### src/rtl/pcs_pkg.sv
// Shared constants and types for the 1000BASE-X PCS transmit path.
// Octet values are the 8b/10b source octets; the encoder maps them to code-groups.
package pcs_pkg;

    localparam logic [7:0] K28_5 = 8'hBC;
    localparam logic [7:0] K27_7 = 8'hFB;
    localparam logic [7:0] K29_7 = 8'hFD;
    localparam logic [7:0] K23_7 = 8'hF7;
    localparam logic [7:0] K30_7 = 8'hFE;
    localparam logic [7:0] D5_6  = 8'hC5;
    localparam logic [7:0] D16_2 = 8'h50;

    // Octet that marks a plain carrier-extend cycle; anything else extends as /V/.
    localparam logic [7:0] CE_OCTET = 8'h0F;

    localparam logic RD_NEG = 1'b0;
    localparam logic RD_POS = 1'b1;

    localparam logic [9:0] K28_5_RD_NEG_CG = 10'b0011111010;

    typedef enum logic [2:0] {
        StIdleK,
        StIdleD,
        StStart,
        StData,
        StEopR,
        StExtend,
        StEopR2
    } pcs_state_e;

endpackage

### src/rtl/encoder_8b10b.sv
// Combinational 8b/10b encoder: 5b/6b then 3b/4b sub-blocks, each choosing its
// column from the running disparity in effect at that sub-block.
module encoder_8b10b
    import pcs_pkg::*;
(
    input  logic [7:0] octet,
    input  logic       is_k,
    input  logic       rd_in,
    output logic [9:0] code,
    output logic       rd_out
);

    logic [4:0] x;
    logic [2:0] y;
    logic [5:0] abcdei_n;
    logic [5:0] abcdei;
    logic [3:0] fghj_n;
    logic [3:0] fghj;
    logic       unbal6;
    logic       unbal4;
    logic       rd_mid;
    logic       alt7;

    always_comb begin
        x        = octet[4:0];
        y        = octet[7:5];
        abcdei_n = 6'b000000;
        // Table holds the RD- column; the RD+ column is its complement when unbalanced.
        case (x)
            5'd0:  abcdei_n = 6'b100111;
            5'd1:  abcdei_n = 6'b011101;
            5'd2:  abcdei_n = 6'b101101;
            5'd3:  abcdei_n = 6'b110001;
            5'd4:  abcdei_n = 6'b110101;
            5'd5:  abcdei_n = 6'b101001;
            5'd6:  abcdei_n = 6'b011001;
            5'd7:  abcdei_n = 6'b111000;
            5'd8:  abcdei_n = 6'b111001;
            5'd9:  abcdei_n = 6'b100101;
            5'd10: abcdei_n = 6'b010101;
            5'd11: abcdei_n = 6'b110100;
            5'd12: abcdei_n = 6'b001101;
            5'd13: abcdei_n = 6'b101100;
            5'd14: abcdei_n = 6'b011100;
            5'd15: abcdei_n = 6'b010111;
            5'd16: abcdei_n = 6'b011011;
            5'd17: abcdei_n = 6'b100011;
            5'd18: abcdei_n = 6'b010011;
            5'd19: abcdei_n = 6'b110010;
            5'd20: abcdei_n = 6'b001011;
            5'd21: abcdei_n = 6'b101010;
            5'd22: abcdei_n = 6'b011010;
            5'd23: abcdei_n = 6'b111010;
            5'd24: abcdei_n = 6'b110011;
            5'd25: abcdei_n = 6'b100110;
            5'd26: abcdei_n = 6'b010110;
            5'd27: abcdei_n = 6'b110110;
            5'd28: abcdei_n = is_k ? 6'b001111 : 6'b001110;
            5'd29: abcdei_n = 6'b101110;
            5'd30: abcdei_n = 6'b011110;
            5'd31: abcdei_n = 6'b101011;
            default: abcdei_n = 6'b000000;
        endcase

        unbal6 = ($countones(abcdei_n) != 3);
        // D7 is balanced yet still alternates between 111000 and 000111.
        abcdei = (rd_in && (unbal6 || x == 5'd7)) ? ~abcdei_n : abcdei_n;
        rd_mid = rd_in ^ unbal6;

        // A7 avoids a run of five identical bits across the sub-block boundary.
        alt7 = is_k
            || (!rd_mid && (x == 5'd17 || x == 5'd18 || x == 5'd20))
            || ( rd_mid && (x == 5'd11 || x == 5'd13 || x == 5'd14));

        fghj_n = 4'b0000;
        case (y)
            3'd0: fghj_n = 4'b1011;
            3'd1: fghj_n = is_k ? 4'b0110 : 4'b1001;
            3'd2: fghj_n = is_k ? 4'b1010 : 4'b0101;
            3'd3: fghj_n = 4'b1100;
            3'd4: fghj_n = 4'b1101;
            3'd5: fghj_n = is_k ? 4'b0101 : 4'b1010;
            3'd6: fghj_n = is_k ? 4'b1001 : 4'b0110;
            3'd7: fghj_n = alt7 ? 4'b0111 : 4'b1110;
            default: fghj_n = 4'b0000;
        endcase

        unbal4 = ($countones(fghj_n) != 2);
        // K columns and D.3 swap polarity even when balanced.
        fghj   = (rd_mid && (unbal4 || y == 3'd3 || is_k)) ? ~fghj_n : fghj_n;
        rd_out = rd_mid ^ unbal4;
        code   = {abcdei, fghj};
    end

endmodule

### src/rtl/pcs_tx_ordered_set.sv
// GMII-to-code-group transmit path: frames packets with /S/ /T/ /R/, fills idle
// with /I1/ or /I2/, and propagates errors and carrier extension as /V/ and /R/.
module pcs_tx_ordered_set
    import pcs_pkg::*;
#(
    parameter logic ERR_EN  = 1'b1,
    parameter logic RD_INIT = RD_NEG
) (
    input  logic       clk_,
    input  logic       main_reset_,
    input  logic       TX_EN_,
    input  logic       TX_ER_,
    input  logic [7:0] TXD_,
    output logic [9:0] tx_code_group_,
    output logic       tx_even_,
    output logic       tx_rd_,
    output logic       tx_busy_
);

    pcs_state_e state_q, state_d;
    logic [9:0] code_q, code_d;
    logic       even_q, even_d;
    logic       rd_q, rd_d;
    logic       busy_q, busy_d;
    logic [7:0] enc_octet;
    logic       enc_is_k;
    logic       er_active;

    always_comb begin
        state_d   = state_q;
        enc_octet = K28_5;
        enc_is_k  = 1'b1;
        busy_d    = 1'b1;
        even_d    = ~even_q;
        er_active = ERR_EN & TX_ER_;

        case (state_q)
            StIdleK: begin
                busy_d  = 1'b0;
                state_d = StIdleD;
            end
            StIdleD: begin
                // Choosing the idle data octet by RD leaves idle always ending RD-.
                busy_d    = 1'b0;
                enc_is_k  = 1'b0;
                enc_octet = rd_q ? D16_2 : D5_6;
                state_d   = TX_EN_ ? StStart : StIdleK;
            end
            StStart: begin
                enc_octet = K27_7;
                state_d   = StData;
            end
            StData: begin
                if (!TX_EN_) begin
                    enc_octet = K29_7;
                    state_d   = StEopR;
                end else if (er_active) begin
                    enc_octet = K30_7;
                end else begin
                    enc_is_k  = 1'b0;
                    enc_octet = TXD_;
                end
            end
            StEopR: begin
                enc_octet = K23_7;
                if (er_active) begin
                    state_d = StExtend;
                end else begin
                    state_d = even_d ? StEopR2 : StIdleK;
                end
            end
            StExtend: begin
                enc_octet = (er_active && TXD_ != CE_OCTET) ? K30_7 : K23_7;
                if (!er_active) begin
                    state_d = even_d ? StEopR2 : StIdleK;
                end
            end
            StEopR2: begin
                enc_octet = K23_7;
                state_d   = StIdleK;
            end
            default: begin
                busy_d  = 1'b0;
                state_d = StIdleK;
            end
        endcase
    end

    encoder_8b10b u_encoder (
        .octet  (enc_octet),
        .is_k   (enc_is_k),
        .rd_in  (rd_q),
        .code   (code_d),
        .rd_out (rd_d)
    );

    always_ff @(posedge clk_) begin
        if (main_reset_) begin
            state_q <= StIdleD;
            code_q  <= K28_5_RD_NEG_CG;
            even_q  <= 1'b1;
            rd_q    <= RD_INIT;
            busy_q  <= 1'b0;
        end else begin
            state_q <= state_d;
            code_q  <= code_d;
            even_q  <= even_d;
            rd_q    <= rd_d;
            busy_q  <= busy_d;
        end
    end

    assign tx_code_group_ = code_q;
    assign tx_even_       = even_q;
    assign tx_rd_         = rd_q;
    assign tx_busy_       = busy_q;

endmodule

### config.mk
export PLATFORM = sky130hd
export DESIGN_NAME = pcs_tx_ordered_set
export DESIGN_NICKNAME = d
export VERILOG_FILES = /design/src/rtl/pcs_pkg.sv /design/src/rtl/encoder_8b10b.sv /design/src/rtl/pcs_tx_ordered_set.sv
export SDC_FILE = /design/constraint.sdc
export NUM_CORES = 1
export LEC_CHECK = 0
export ABC_CLOCK_PERIOD_IN_PS = 6740
export CAP_MARGIN = 20
export CORE_MARGIN = 1.5
export CORE_UTILIZATION = 49
export DETAILED_ROUTE_END_ITERATION = 16
export GPL_TIMING_DRIVEN = 0
export PLACE_DENSITY = 0.76
export SYNTH_ARGS = -nofsm -noshare
export SYNTH_HDL_FRONTEND = slang
export SYNTH_SLANG_ARGS = --single-unit
export TNS_END_PERCENT = 30
### constraint.sdc
create_clock -name clk_ -period 6.74 [get_ports clk_]
set_clock_uncertainty 0.05 [all_clocks]
set_input_delay 1.011 -clock clk_ [delete_from_list [all_inputs] [get_ports clk_]]
set_output_delay 1.011 -clock clk_ [all_outputs]
set_load 0.02 [all_outputs]
Word-level counts from Yosys, hierarchy flattened
Cells that the tools add are included.

word-level totals
  register bits after elaboration = 16
  logic and storage cells = 113
  output and inout bits = 13
  bits of input ports = 12

operators by class
  equal/unequal tests = 49
  bitwise operators = 5
  reduce and logical (&&, ||, !) cells = 21
  multiplexer cells = 25
  $add $sub $neg = 8

operators by type and width
  cell                                                    count
  case mux 6 bit (32 select lines)                        1
  adder 32 bit                                            3
  equality test 5 bit, second input constant              16
  inequality test 32 x 3 -> 1 bit, second input constant  2
  equality test 5 x 4 -> 1 bit, second input constant     8
  case mux 8 bit (5 select lines)                         1
  case mux 4 bit (8 select lines)                         1
  2-to-1 mux 4 bit                                        7
  2-to-1 mux 8 bit                                        3
  equality test 3 bit, second input constant              7
  equality test 5 x 3 -> 1 bit, second input constant     4
  case mux 3 bit (6 select lines)                         1
  equality test 3 x 2 -> 1 bit, second input constant     4
  2-to-1 mux 3 bit                                        4
  adder 1 x 1 -> 2 bit                                    5
  equality test 5 x 2 -> 1 bit, second input constant     2
  logical OR 1 bit                                        9
  inequality test 8 x 4 -> 1 bit, second input constant   1
  equality test 3 x 1 -> 1 bit, second input constant     2
  zero test 3 bit                                         2
  2-to-1 mux 6 bit                                        1
  NOT 6 bit                                               1
  equality test 5 x 1 -> 1 bit, second input constant     1
  logical AND 1 bit                                       5
  12 further kinds                                        17

Logic depth before layout (Yosys ltp)
Gate-level depths: netlist of run 1.

  depth in word-level cells = 24
  gate-level depth with buffers = 26
  depth with buffers taken out = 24

By module
A second synthesis of run 1 with hierarchy kept.

unflattened totals
  cells, all modules = 246
  area, all modules = 1,793.0 µm²

by module, submodules not included
  module              area each (µm²)  instances  cells each  sequential area each (µm²)
  encoder_8b10b       1,058.5          1          163         0.0
  pcs_tx_ordered_set  734.5            1          83          320.3

Least setup slack after synthesis of run 1
No wires, ideal clock.

  path kind = in2reg
  start = in TX_ER_
  end = reg code_q[0] (netlist: tx_code_group_[0])
  required time = 6.567 ns
  stages on the path = 25
  library setup time = 0.123 ns
  slack = 0.258 ns
  buffers on the path = 2
  arrival = 6.308 ns
  cells stage by stage = nand2b_1 buf_2 nor3b_1 o21ai_1 or2_1 buf_6 a31oi_4 nor3_1 or3_4 ha_1 fa_1 ha_1 nand2_1 nor3_1 xnor2_1 or4_1 nand4_1 and2_1 ha_1 ha_1 fa_1 nand3_1 o21a_1 nor2b_1 mux2_1

on the way
  word-level cells in the longest chain between the ends = 23
  elaborated cells between the ends (all ways) = 81
  classes of those cells = 8 x add/sub; 40 x eq/ne; 16 x mux; 2 x bitwise; 15 x reduce/logical

ends and longest elaborated chain
  item                                                                                       RTL line                   source
  start, declared                                                                            pcs_tx_ordered_set.sv:12   input logic TX_ER_,
  2-to-1 mux 8 bit (tied with other cells)                                                   pcs_tx_ordered_set.sv:57   end else if (er_active) begin
  2-to-1 mux 8 bit (tied with other cells)                                                   pcs_tx_ordered_set.sv:54   if (!TX_EN_) begin
  case mux 8 bit (5 select lines) / case mux 1 bit (2 select lines) (equally long branches)  pcs_tx_ordered_set.sv:37   case (state_q)
  equality test 5 bit (tied with other cells)                                                encoder_8b10b.sv:29        case (x)
  case mux 6 bit (32 select lines)                                                           encoder_8b10b.sv:29
  adder 1 x 1 -> 2 bit (implied by the code)                                                 encoder_8b10b.sv:65        unbal6 = ($countones(abcdei_n) != 3);
  adder 32 bit (implied by the code) (2 in series)                                           encoder_8b10b.sv:65
  inequality test 32 x 3 -> 1 bit                                                            encoder_8b10b.sv:65
  (+5 left out)                                                                              --
  2-to-1 mux 4 bit                                                                           encoder_8b10b.sv:84        3'd7: fghj_n = alt7 ? 4'b0111 : 4'b1110;
  case mux 4 bit (8 select lines)                                                            encoder_8b10b.sv:76        case (y)
  adder 1 x 1 -> 2 bit (implied by the code)                                                 encoder_8b10b.sv:88        unbal4 = ($countones(fghj_n) != 2);
  adder 32 bit (implied by the code)                                                         encoder_8b10b.sv:88
  inequality test 32 x 3 -> 1 bit                                                            encoder_8b10b.sv:88
  logical OR 1 bit (2 in series)                                                             encoder_8b10b.sv:90        fghj = (rd_mid && (unbal4 || y == 3'd3 || is_k)) ? ~fghj_n : fghj_n;
  logical AND 1 bit                                                                          encoder_8b10b.sv:90
  2-to-1 mux 4 bit (*)                                                                       encoder_8b10b.sv:90
  end signal, assigned                                                                       pcs_tx_ordered_set.sv:106  code_q <= code_d;
  end, declared                                                                              pcs_tx_ordered_set.sv:21   logic [9:0] code_q, code_d;

Every way passes the cells marked *; elsewhere a longest branch is shown, timed or not.
A chain may end at the register's enable or synchronous reset.

Worst setup path in the final report of run 1
  start = in TXD_[1]
  end = reg code_q[0] (netlist: tx_code_group_[0])

on the way
  word-level cells in the longest chain between the ends = 24
  elaborated cells between the ends (all ways) = 66
  classes of those cells = 8 x add/sub; 34 x eq/ne; 8 x mux; 2 x bitwise; 14 x reduce/logical

ends and longest elaborated chain
  item                                              RTL line                  source
  start, declared                                   pcs_tx_ordered_set.sv:13  input logic [7:0] TXD_,
  inequality test 8 x 4 -> 1 bit                    pcs_tx_ordered_set.sv:73  enc_octet = (er_active && TXD_ != CE_OCTET) ? K30_7 : K23_7;
  logical AND 1 bit                                 pcs_tx_ordered_set.sv:73
  2-to-1 mux 4 bit                                  pcs_tx_ordered_set.sv:73
  case mux 8 bit (5 select lines) (*)               pcs_tx_ordered_set.sv:37
  equality test 5 bit (tied with other cells)       encoder_8b10b.sv:29
  case mux 6 bit (32 select lines)                  encoder_8b10b.sv:29
  adder 1 x 1 -> 2 bit (implied by the code)        encoder_8b10b.sv:65
  adder 32 bit (implied by the code) (2 in series)  encoder_8b10b.sv:65
  (+6 left out)                                     --
  2-to-1 mux 4 bit                                  encoder_8b10b.sv:84
  case mux 4 bit (8 select lines)                   encoder_8b10b.sv:76
  adder 1 x 1 -> 2 bit (implied by the code)        encoder_8b10b.sv:88
  adder 32 bit (implied by the code)                encoder_8b10b.sv:88
  inequality test 32 x 3 -> 1 bit                   encoder_8b10b.sv:88
  logical OR 1 bit (2 in series)                    encoder_8b10b.sv:90
  logical AND 1 bit                                 encoder_8b10b.sv:90
  2-to-1 mux 4 bit (*)                              encoder_8b10b.sv:90

Marks and branches as above.

==> flow_metrics.env, run 1 <==
export IMPL_cts_sinks=16
export IMPL_critPathMaxFanout=7
export IMPL_ys_types=65
export IMPL_cp_arrival_ns=6.95
export IMPL_period_minus_slack_ns=6.796
export IMPL_setup_viol=2
export IMPL_die_y_microns=61.67
export IMPL_worst_pin_slew_ns=0.5514
export IMPL_drc=0
export IMPL_seq_area_frac_synth_pct=18.99
export IMPL_ys_top_cells_by_count="nand2_1 (18), nor2_1 (18), a21oi_1 (16), dfxtp_1 (16), nand3_1 (10)"
export IMPL_power_total_mw=1.317
export IMPL_rows=21
export IMPL_clockBufferDepth=2
export IMPL_syn_avg_cell_area_sq_um=7.918
export IMPL_rsz0062_at_grt="true"
export IMPL_synth_top_area_share_pct=18.99
export IMPL_setup_slack_ns=-0.05575
export IMPL_gp_congestion=0.9458
export IMPL_yosys_warnings=0
export IMPL_end_kind="flip-flop"
export IMPL_grt_pass1_wl_microns=9480
export IMPL_syn_area_sq_um=1687
export IMPL_grt_max_degree=11
export IMPL_via_count=2224
export IMPL_fin_nets=313
export IMPL_crit_start="TXD_[1]"
export IMPL_period_share_pct=100.8
export IMPL_drv_cap=0
export IMPL_tns_ns=-0.06912
export IMPL_wire_per_inst_microns=20.83
export IMPL_drt_total_wl_microns=7000
export IMPL_die_x_microns=61.67
export IMPL_num_fill_cells=214
export IMPL_via_per_inst=6.619
export IMPL_syn_inst=213
export IMPL_final_hold_viol_count=0
export IMPL_crit_type="primary input to flip-flop"
export IMPL_drtPass1Iterations=5
export IMPL_async_flop_share_pct=0
export IMPL_area_growth_pct=57.05
export IMPL_antennaDiodeCount=0
export IMPL_fp_coreArea_sq_um=3311
export IMPL_h_tree_depth=1
export IMPL_antenna_found_initial=0
export IMPL_grt_pass1_vias=1986
export IMPL_slew_headroom_pct=62.72
export IMPL_status="finished, violations left"
export IMPL_holdCritPathClass="flip-flop to flip-flop"
export IMPL_holdCritStartpoint="tx_even_"
export IMPL_clk_latency_ns=0.30
export IMPL_cp_start_kind="primary input"
export IMPL_postCtsHoldBufs=0
export IMPL_clk_pin_slew_ns=0.11
export IMPL_drt_iter0_drc=330
export IMPL_grt_ovfl_total=0
export IMPL_dp_hpwl_microns=3269
export IMPL_dieArea_sq_um=3803
export IMPL_synth_edff_count=0
export IMPL_violations="setup timing"
export IMPL_ys_seq_elements=16
export IMPL_synth_top_cells_by_area="dfxtp_1 (19%), ha_1 (5.2%), a21oi_1 (4.7%)"
export IMPL_p_leak_nw=1.091
export IMPL_ios=25
export IMPL_required_ns=6.89
export IMPL_ir_worst_vdd_mv=0.4500
export IMPL_drv_slew=0
export IMPL_r2r_start="state_q[2]"
export IMPL_cts_inserted_buffers=3
export IMPL_start_util_pct=50.94
export IMPL_port_buffers=24
export IMPL_stdcell_count=336
export IMPL_layout_drive_gt1_share_pct=38.62
export IMPL_fin_hold_ws_ns=0.4004
export IMPL_synth_fp_nets=235
export IMPL_ys_flop_type="dfxtp_1"
export IMPL_root_buffer="clkbuf_4"
export IMPL_place_inst=283
export IMPL_final_util_pct=80.01
export IMPL_max_freq_mhz=147.2
export IMPL_tritoncts="done"
export IMPL_synth_top_area_cell="dfxtp_1"
export IMPL_power_density_nw_per_um2=497.3
export IMPL_grt_usage_pct=33.98
export IMPL_antenna_left=0
report_power, final:
part,internal [mW],switching (mW)
clock,0.0330,0.0345
sequential,0.127,0.0156
combinational,0.576,0.532
total,0.736,0.582
critical path: stages:
cell,delay [ns]
clkbuf_4,0.15
nor4bb_4,0.16
a41o_1,0.28
a311o_2,0.45
buf_6,0.16
nand4_1,0.07
nand4_1,0.14
a2111o_1,0.45
nand4b_1,0.20
buf_4,0.15
ha_4,0.19
fa_2,0.35
ha_1,0.32
nand2_2,0.07
nor3_4,0.23
xnor2_2,0.10
or4_1,0.43
nand4_1,0.17
and2_4,0.17
ha_1,0.23
ha_2,0.20
fa_2,0.54
nand3_1,0.07
o21a_1,0.22
nor2b_2,0.16
mux2_1,0.27
cells in the final DEF (no fill, tap or decap), types with 4 or more instances in the layout:
cell type / count
nand3_1: 6
nand2_1: 15
nor3_1: 4
dfxtp_1: 16
buf_4: 50
a21o_1: 5
o21ai_0: 7
nand4_1: 4
buf_6: 5
nand2b_1: 9
mux2i_1: 4
xnor2_1: 5
a21oi_1: 15
nor2_1: 15
clkbuf_4: 7
clkdlybuf4s50_1: 14
registers in the layout, indices dropped and copies added (netlist names):
register / flops
tx_code_group_: 10
state_q: 3
tx_busy_: 1
tx_even_: 1
tx_rd_: 1
path summary, 6_finish.rpt:
check	depth (start not counted)	slack, ns	end
hold reg to reg	1	0.40	tx_even_
hold / removal	1	0.40	tx_even_
setup reg to reg	39	0.08	tx_code_group_[9]
setup / recovery	26	-0.06	tx_code_group_[0]
per-layer routing:
metal,share of wire (%),wire length [microns],global-route usage (%)
met1,36,2549,41.12
met2,47,3299,53.98
met3,9.5,663,8.403
met4,7.0,488,20.67
met5,0,0,0
repair_timing:
item                                    in CTS  in global routing
pin swaps                                   21                 19
endpoints found under the setup margin       5                  5
endpoints found under the hold margin        0                  0
setup buffers                               43                  7
resized for setup                           48                 44
cloned                                       0                  0
cell type report:
type	count	area [sq um]	area share, %
plain buffers	11	75.07	2.834
clock buffers	4	36.28	1.370
flip-flops and latches	16	320.3	12.09
well taps	46	57.56	2.173
repair buffers	73	598.1	22.58
multi-input cells	183	1550	58.53
inverters	3	11.26	0.4251
logic make-up after synthesis:
logic type / Yosys count / synth area share, %
AO/OA/AOI/OAI: 68 / 30.12
multiplexers: 7 / 4.377
flip-flops: 16 / 18.99
adder cells (fa/ha/maj): 10 / 8.754
XOR/XNOR: 8 / 4.154
buffers and inverters: 14 / 4.376
AND/OR/NAND/NOR: 90 / 29.23
stage by stage:
step | area (sq um) | setup slack, ns
floorplan | 1687 | 0.2584
CTS | 2521 | 0.006156
global placement | 1984 | -0.9248
global route | 2649 | -0.2330
finish | 2649 | -0.05575
detailed placement | 1984 | -1.009
Note: power is estimated with default switching activity, not from simulation.
==> run 2: changes to the inputs <==
--- a/config.mk
+++ b/config.mk
@@ -6,11 +6,9 @@
 export NUM_CORES = 1
 export LEC_CHECK = 0
 export ABC_CLOCK_PERIOD_IN_PS = 6740
-export CAP_MARGIN = 20
 export CORE_MARGIN = 1.5
 export CORE_UTILIZATION = 49
 export DETAILED_ROUTE_END_ITERATION = 16
-export GPL_TIMING_DRIVEN = 0
 export PLACE_DENSITY = 0.76
 export SYNTH_ARGS = -nofsm -noshare
 export SYNTH_HDL_FRONTEND = slang
==> run 2 against run 1 <==
Against the previous run: the run still ends with setup timing left; first-iteration DRC count is 51% higher; core utilization is 11 points higher; via count is 15% higher; die area unchanged; global-route usage increased by 4.9 points; sequential cell count stayed put; maximum frequency fell by 2.4%; register-to-register slack worse by 0.23 ns; combinational power up 16%; clock power rose by 7.7%; sequential share of layout area decreased by 1.4 points; critical path type unchanged.
==> flow_metrics.env, run 2 (same netlist as run 1, synthesis figures left out) <==
export IMPL_status="finished, violations left"
export IMPL_violations="setup timing"
export IMPL_worst_path_largest_cell_delay_ns=0.56
export IMPL_final_common_cell="buf_4"
export IMPL_drc=0
export IMPL_largest_register_ffs=10
export IMPL_clkPwrFrac_pct=4.8
export IMPL_cp_slowest_cell="fa_2"
export IMPL_final_cell_mix="buf_4 (98), nand2_1 (18), nor2_1 (16)"
export IMPL_cts_sinks=16
export IMPL_h_tree_depth=1
export IMPL_crit_type="primary input to flip-flop"
export IMPL_period_share_pct=103.3
export IMPL_r2r_start="state_q[1]"
export IMPL_period_minus_slack_ns=6.963
export IMPL_via_count=2552
export IMPL_drt_total_wl_microns=8657
export IMPL_die_y_microns=61.67
export IMPL_grt_max_degree=25
export IMPL_pwr_share_seq_pct=9.8
export IMPL_rrSetupSlack_ns=-0.15
export IMPL_critical_path_buf_inv_count=5
export IMPL_holdCritPathClass="flip-flop to flip-flop"
export IMPL_required_ns=6.88
export IMPL_grt_usage_pct=38.83
export IMPL_final_hold_viol_count=0
export IMPL_end_kind="flip-flop"
export IMPL_antennaDiodeCount=0
export IMPL_setup_slack_ns=-0.2226
export IMPL_root_buffer="clkbuf_4"
export IMPL_drv_cap=0
export IMPL_switching_share_pct=42.65
export IMPL_final_util_pct=90.93
export IMPL_fin_nets=362
export IMPL_max_freq_mhz=143.6
export IMPL_tritoncts="done"
export IMPL_dp_hpwl_microns=3851
export IMPL_cp_depth=28
export IMPL_critPathCapture="tx_code_group_[1]"
export IMPL_grt_pass1_vias=2186
export IMPL_grt_pass1_wl_microns=10780
export IMPL_critPathMaxFanout=4
export IMPL_cts_inserted_buffers=3
export IMPL_cp_arrival_ns=7.11
export IMPL_antenna_found_initial=0
export IMPL_fp_coreArea_sq_um=3311
export IMPL_dieArea_sq_um=3803
export IMPL_clk_pin_slew_ns=0.10
export IMPL_rsz0062_at_grt="true"
export IMPL_rr_endpoint="tx_code_group_[1]"
export IMPL_tns_ns=-0.6980
export IMPL_clockBufferDepth=2
export IMPL_ir_worst_vdd_mv=0.6750
export IMPL_grt_ovfl_total=0
export IMPL_antenna_left=0
export IMPL_combinationalPowerShare_pct=85.4
export IMPL_power_density_nw_per_um2=500.8
export IMPL_p_leak_nw=1.373
export IMPL_critical_path_top_delay_family="adder cells"
export IMPL_drtPass1Iterations=13
export IMPL_clk_latency_ns=0.30
export IMPL_crit_start="TXD_[4]"
export IMPL_slew_headroom_pct=49.16
export IMPL_reg2regPathDepth=26
export IMPL_worst_pin_slew_ns=0.7615
export IMPL_layout_drive_gt1_share_pct=46.02
export IMPL_setup_viol=4
export IMPL_drt_iter0_drc=498
export IMPL_area_growth_pct=78.49
export IMPL_wire_per_inst_microns=22.49
export IMPL_start_util_pct=50.94
export IMPL_port_buffers=24
export IMPL_ios=25
export IMPL_drv_slew=0
export IMPL_die_x_microns=61.67
export IMPL_cp_start_kind="primary input"
export IMPL_place_ws_ns=-0.4721
export IMPL_power_switching_mw=0.6430
export IMPL_intPower_mw=0.8647
export IMPL_crit_top_cell="buf_4"
export IMPL_gp_congestion=1.033
export IMPL_rows=21
export IMPL_via_per_inst=6.629
run 2: cell types whose count changed in the layout (fill, tap and decap cells not counted), moves of 3 or more:
cell | previous run | this run
buf_4 | 50 | 98
buf_6 | 5 | 14
clkbuf_4 | 7 | 3
a31oi_1 | 3 | 6
buf_2 | 3 | 0
clkbuf_1 | 3 | 0
dlymetal6s2s_1 | 1 | 4
nand2_1 | 15 | 18
nand2_2 | 3 | 0
o21ai_1 | 2 | 5
run 2: worst min-delay path by stage:
| stage | from | endpoint | depth (start not counted) |
|---|---|---|---|
| after global placement | tx_even_ | tx_even_ | 1 |
| after CTS | tx_even_ | tx_even_ | 1 |
| final | tx_even_ | tx_even_ | 1 |
| after floorplan | tx_even_ | tx_even_ | 1 |
| after global routing | tx_even_ | tx_even_ | 1 |
| after detailed placement | tx_even_ | tx_even_ | 1 |
run 2: power by group through the flow:
stage	clock network, mW	logic [mW]	registers, mW
global route	0.0782	1.36	0.149
detailed placement	0	0.773	0.145
floorplan	0	0.432	0.173
global placement	0	0.745	0.144
CTS	0.0668	0.974	0.143
finish	0.0727	1.29	0.147
run 2: repair_timing:
item | in CTS | in global routing
setup buffers | 38 | 11
pin swaps | 11 | 29
gates resized for setup | 18 | 55
hold buffers | 0 | 0
setup endpoints to repair | 4 | 6
run 2: layout make-up:
class | count | area (sq um)
sequential | 16 | 321.6
multi-input combinational | 183 | 1485
timing repair buffer | 133 | 1099
fill | 144 | 300.3
tap | 46 | 57.56
clock buffer | 4 | 36.28
inverter | 3 | 11.26
run 2: metal layers:
layer | part of all wire, % | global-route usage (%) | up-vias
li1 | - | - | 1055
met3 | 12 | 9.244 | 92
met4 | 8.2 | 22.19 | 0
met5 | 0 | 0 | -
met1 | 35 | 47.84 | 1133
met2 | 45 | 61.65 | 272
run 2: per-stage QoR:
stage          instance area, sq um  hold WS (ns)  total power, mW  std cells
2_1_floorplan                  1687        0.4404           0.6043        213
3_3_place_gp                   2372        0.3655           0.8893        332
3_5_place_dp                   2372        0.3705           0.9180        332
4_1_cts                        2775        0.3934            1.184        374
5_1_grt                        3010        0.4095            1.582        385
6_report                       3010        0.3938            1.508        385
run 2: worst register-to-register path, cell delays in order (launching register included):
cell,delay [ns]
dfxtp_1,0.83
nor2_1,0.21
o21ai_2,0.38
a311o_2,0.27
nand2_4,0.09
o31ai_4,0.29
buf_4,0.17
a2111o_1,0.14
nand4b_1,0.22
ha_4,0.25
fa_1,0.53
ha_1,0.32
nand2_1,0.07
nor3_2,0.21
buf_4,0.17
xnor2_2,0.08
or4_1,0.54
nand4_1,0.14
nand2_1,0.11
ha_1,0.31
ha_2,0.19
fa_2,0.56
nand3_2,0.06
o21a_1,0.21
buf_4,0.16
xnor2_2,0.17
nand2b_1,0.08
==> run 3: changes to the inputs <==
--- a/config.mk
+++ b/config.mk
@@ -5,11 +5,13 @@
 export SDC_FILE = /design/constraint.sdc
 export NUM_CORES = 1
 export LEC_CHECK = 0
+export ABC_AREA = 1
 export ABC_CLOCK_PERIOD_IN_PS = 6740
 export CORE_MARGIN = 1.5
-export CORE_UTILIZATION = 49
+export CORE_UTILIZATION = 50
 export DETAILED_ROUTE_END_ITERATION = 16
-export PLACE_DENSITY = 0.76
+export GPL_TIMING_DRIVEN = 0
+export PLACE_DENSITY = 0.77
 export SYNTH_ARGS = -nofsm -noshare
 export SYNTH_HDL_FRONTEND = slang
 export SYNTH_SLANG_ARGS = --single-unit
==> run 3 against run 2 <==
Against the previous run: the run now ends clean; routed wire length shrank 47%; die area is essentially flat; sequential cell count is the same; critical path depth grew 8; global-route usage shrank 14 points; hold slack lost 0.021 ns; worst setup slack gained 0.47 ns; maximum frequency grew 7.3%; core utilization shrank 24 points; cell area shrank 27%; critical endpoint is now tx_code_group_[2]; largest cell class unchanged.
==> flow_metrics.env, run 3 <==
export IMPL_via_count=1976
export IMPL_setup_viol=0
export IMPL_clk_latency_ns=0.29
export IMPL_rows=21
export IMPL_drt_total_wl_microns=4626
export IMPL_final_cell_mix="nand2_1 (72), nor2_1 (41), inv_1 (25)"
export IMPL_final_common_cell="nand2_1"
export IMPL_grt_pass1_vias=1714
export IMPL_ys_types=34
export IMPL_ys_flop_type="dfxtp_1"
export IMPL_slew_headroom_pct=57.81
export IMPL_max_freq_mhz=154.1
export IMPL_rrSetupSlack_ns=0.78
export IMPL_reg2regPathDepth=32
export IMPL_period_minus_slack_ns=6.489
export IMPL_cp_arrival_ns=6.67
export IMPL_ff_latch_area_sq_um=320.3
export IMPL_drc=0
export IMPL_grt_ovfl_total=0
export IMPL_antenna_found_initial=0
export IMPL_dp_hpwl_microns=3526
export IMPL_antennaDiodeCount=0
export IMPL_tns_ns=0
export IMPL_rr_endpoint="tx_code_group_[2]"
export IMPL_grt_max_degree=11
export IMPL_multi_input_area_sq_um=1303
export IMPL_holdPathEnd="tx_even_"
export IMPL_tritoncts="done"
export IMPL_port_buffers=24
export IMPL_dieArea_sq_um=3807
export IMPL_drv_cap=0
export IMPL_cp_slowest_cell="fa_1"
export IMPL_gp_congestion=0.9662
export IMPL_postCtsHoldBufs=0
export IMPL_clk_pin_slew_ns=0.10
export IMPL_crit_top_cell="nand2_1"
export IMPL_fp_coreArea_sq_um=3311
export IMPL_syn_inst=289
export IMPL_synth_fp_nets=311
export IMPL_grt_usage_pct=24.79
export IMPL_grt_pass1_wl_microns=7155
export IMPL_ys_seq_elements=16
export IMPL_area_growth_pct=27.96
export IMPL_antenna_left=0
export IMPL_critPathMaxFanout=9
export IMPL_seq_area_frac_synth_pct=18.59
export IMPL_syn_area_sq_um=1723
export IMPL_fin_nets=347
export IMPL_die_y_microns=61.70
export IMPL_root_buffer="clkbuf_4"
export IMPL_required_ns=6.92
export IMPL_holdCritStartpoint="tx_even_"
export IMPL_synth_top_cells_by_area="dfxtp_1 (19%), nand2_1 (16%), nor2_1 (9.4%)"
export IMPL_h_tree_depth=1
export IMPL_wire_per_inst_microns=12.50
export IMPL_synth_top_area_cell="dfxtp_1"
export IMPL_cts_inserted_buffers=3
export IMPL_end_kind="flip-flop"
export IMPL_synth_edff_count=0
export IMPL_r2r_start="state_q[1]"
export IMPL_cts_sinks=16
export IMPL_status="finished, final reports clean"
export IMPL_async_flop_share_pct=0
export IMPL_period_share_pct=96.27
export IMPL_cp_start_kind="primary input"
export IMPL_worst_pin_slew_ns=0.6328
export IMPL_drv_slew=0
export IMPL_clockBufferDepth=2
export IMPL_num_fill_cells=319
export IMPL_synth_top_area_share_pct=18.59
export IMPL_worst_path_largest_cell_delay_ns=0.49
export IMPL_die_x_microns=61.70
export IMPL_drt_iter0_drc=203
export IMPL_yosys_warnings=0
export IMPL_largest_register_ffs=10
export IMPL_final_hold_viol_count=0
export IMPL_ios=25
export IMPL_start_util_pct=52.04
export IMPL_syn_avg_cell_area_sq_um=5.962
export IMPL_whs_path_depth=1
export IMPL_via_per_inst=5.341
export IMPL_ys_top_cells_by_count="nand2_1 (75), nor2_1 (43), inv_1 (27)"
export IMPL_drtPass1Iterations=4
export IMPL_crit_type="primary input to flip-flop"
export IMPL_holdCritPathClass="flip-flop to flip-flop"
export IMPL_synthMostInstantiatedCell="nand2_1"
export IMPL_layout_drive_gt1_share_pct=17.90
[run 3: cell families (layout without fill, tap and decap cells)]
| logic type | count (synthesis) | in the layout | synth area share (%) |
|---|---|---|---|
| buf+inv | 46 | 81 | 11.04 |
| simple gates | 175 | 175 | 46.26 |
| flops | 16 | 16 | 18.59 |
| compound gates | 40 | 40 | 14.52 |
| xor+xnor | 2 | 2 | 1.017 |
| fa+ha+maj | 10 | 10 | 8.569 |
[run 3: repair_timing]
| action | CTS | global route |
|---|---|---|
| setup buffers | 0 | 7 |
| resized for setup | 5 | 15 |
| pin swaps | 0 | 9 |
| endpoints found under the setup margin | 4 | 5 |
[run 3: how the worst max path moves through the flow]
| stage | start | end | slack [ns] | depth (start not counted) |
|---|---|---|---|---|
| floorplan | TX_ER_ | tx_code_group_[2] | 0.69 | 31 |
| global placement | TX_ER_ | tx_code_group_[2] | -0.51 | 32 |
| detailed placement | TX_ER_ | tx_code_group_[2] | -0.54 | 32 |
| CTS | TX_ER_ | tx_code_group_[1] | 0.02 | 38 |
| global route | TXD_[5] | tx_code_group_[2] | -0.02 | 36 |
| finish | TXD_[5] | tx_code_group_[2] | 0.25 | 36 |
[run 3: area by class of cell]
cell class	instances	area share, %
plain buffers	4	1.476
clock buffers	4	1.646
inverters	42	7.151
multi-input cells	227	59.08
flip-flops and latches	16	14.53
well taps	46	2.611
repair buffers	31	13.51
[run 3: layer usage]
metal / global-route usage [%] / wire length [microns]
met3: 4.555 / 251
met2: 45.41 / 2302
met5: 0 / 0
met1: 30.26 / 1978
met4: 4.863 / 94
[run 3: stage by stage]
stage	setup WS, ns	util, %	std cells	area, sq um	hold WS, ns
after detailed placement	-0.5373	61.04	359	2021	0.3430
after global routing	-0.02111	66.59	370	2205	0.3804
final	0.2512	66.59	370	2205	0.3723
after floorplan	0.6865	-	289	1723	0.4265
after global placement	-0.5082	61.04	359	2021	0.3421
after CTS	0.02423	62.77	363	2078	0.3715
[run 3: worst max-delay path, delay by kind of cell]
| family | cells | cell delay, ns |
|---|---|---|
| AOI/OAI and AO/OA | 3 | 0.34 |
| xor gates and xnor gates | 1 | 0.23 |
| adders and majority gates | 6 | 1.92 |
| buffers and inverters | 5 | 0.92 |
| and+or+nand+nor | 21 | 2.25 |
Power of run 3 is left out: the tool's default activity adds up to more than one toggle a clock period on the data nets, which glitch-free logic cannot reach.
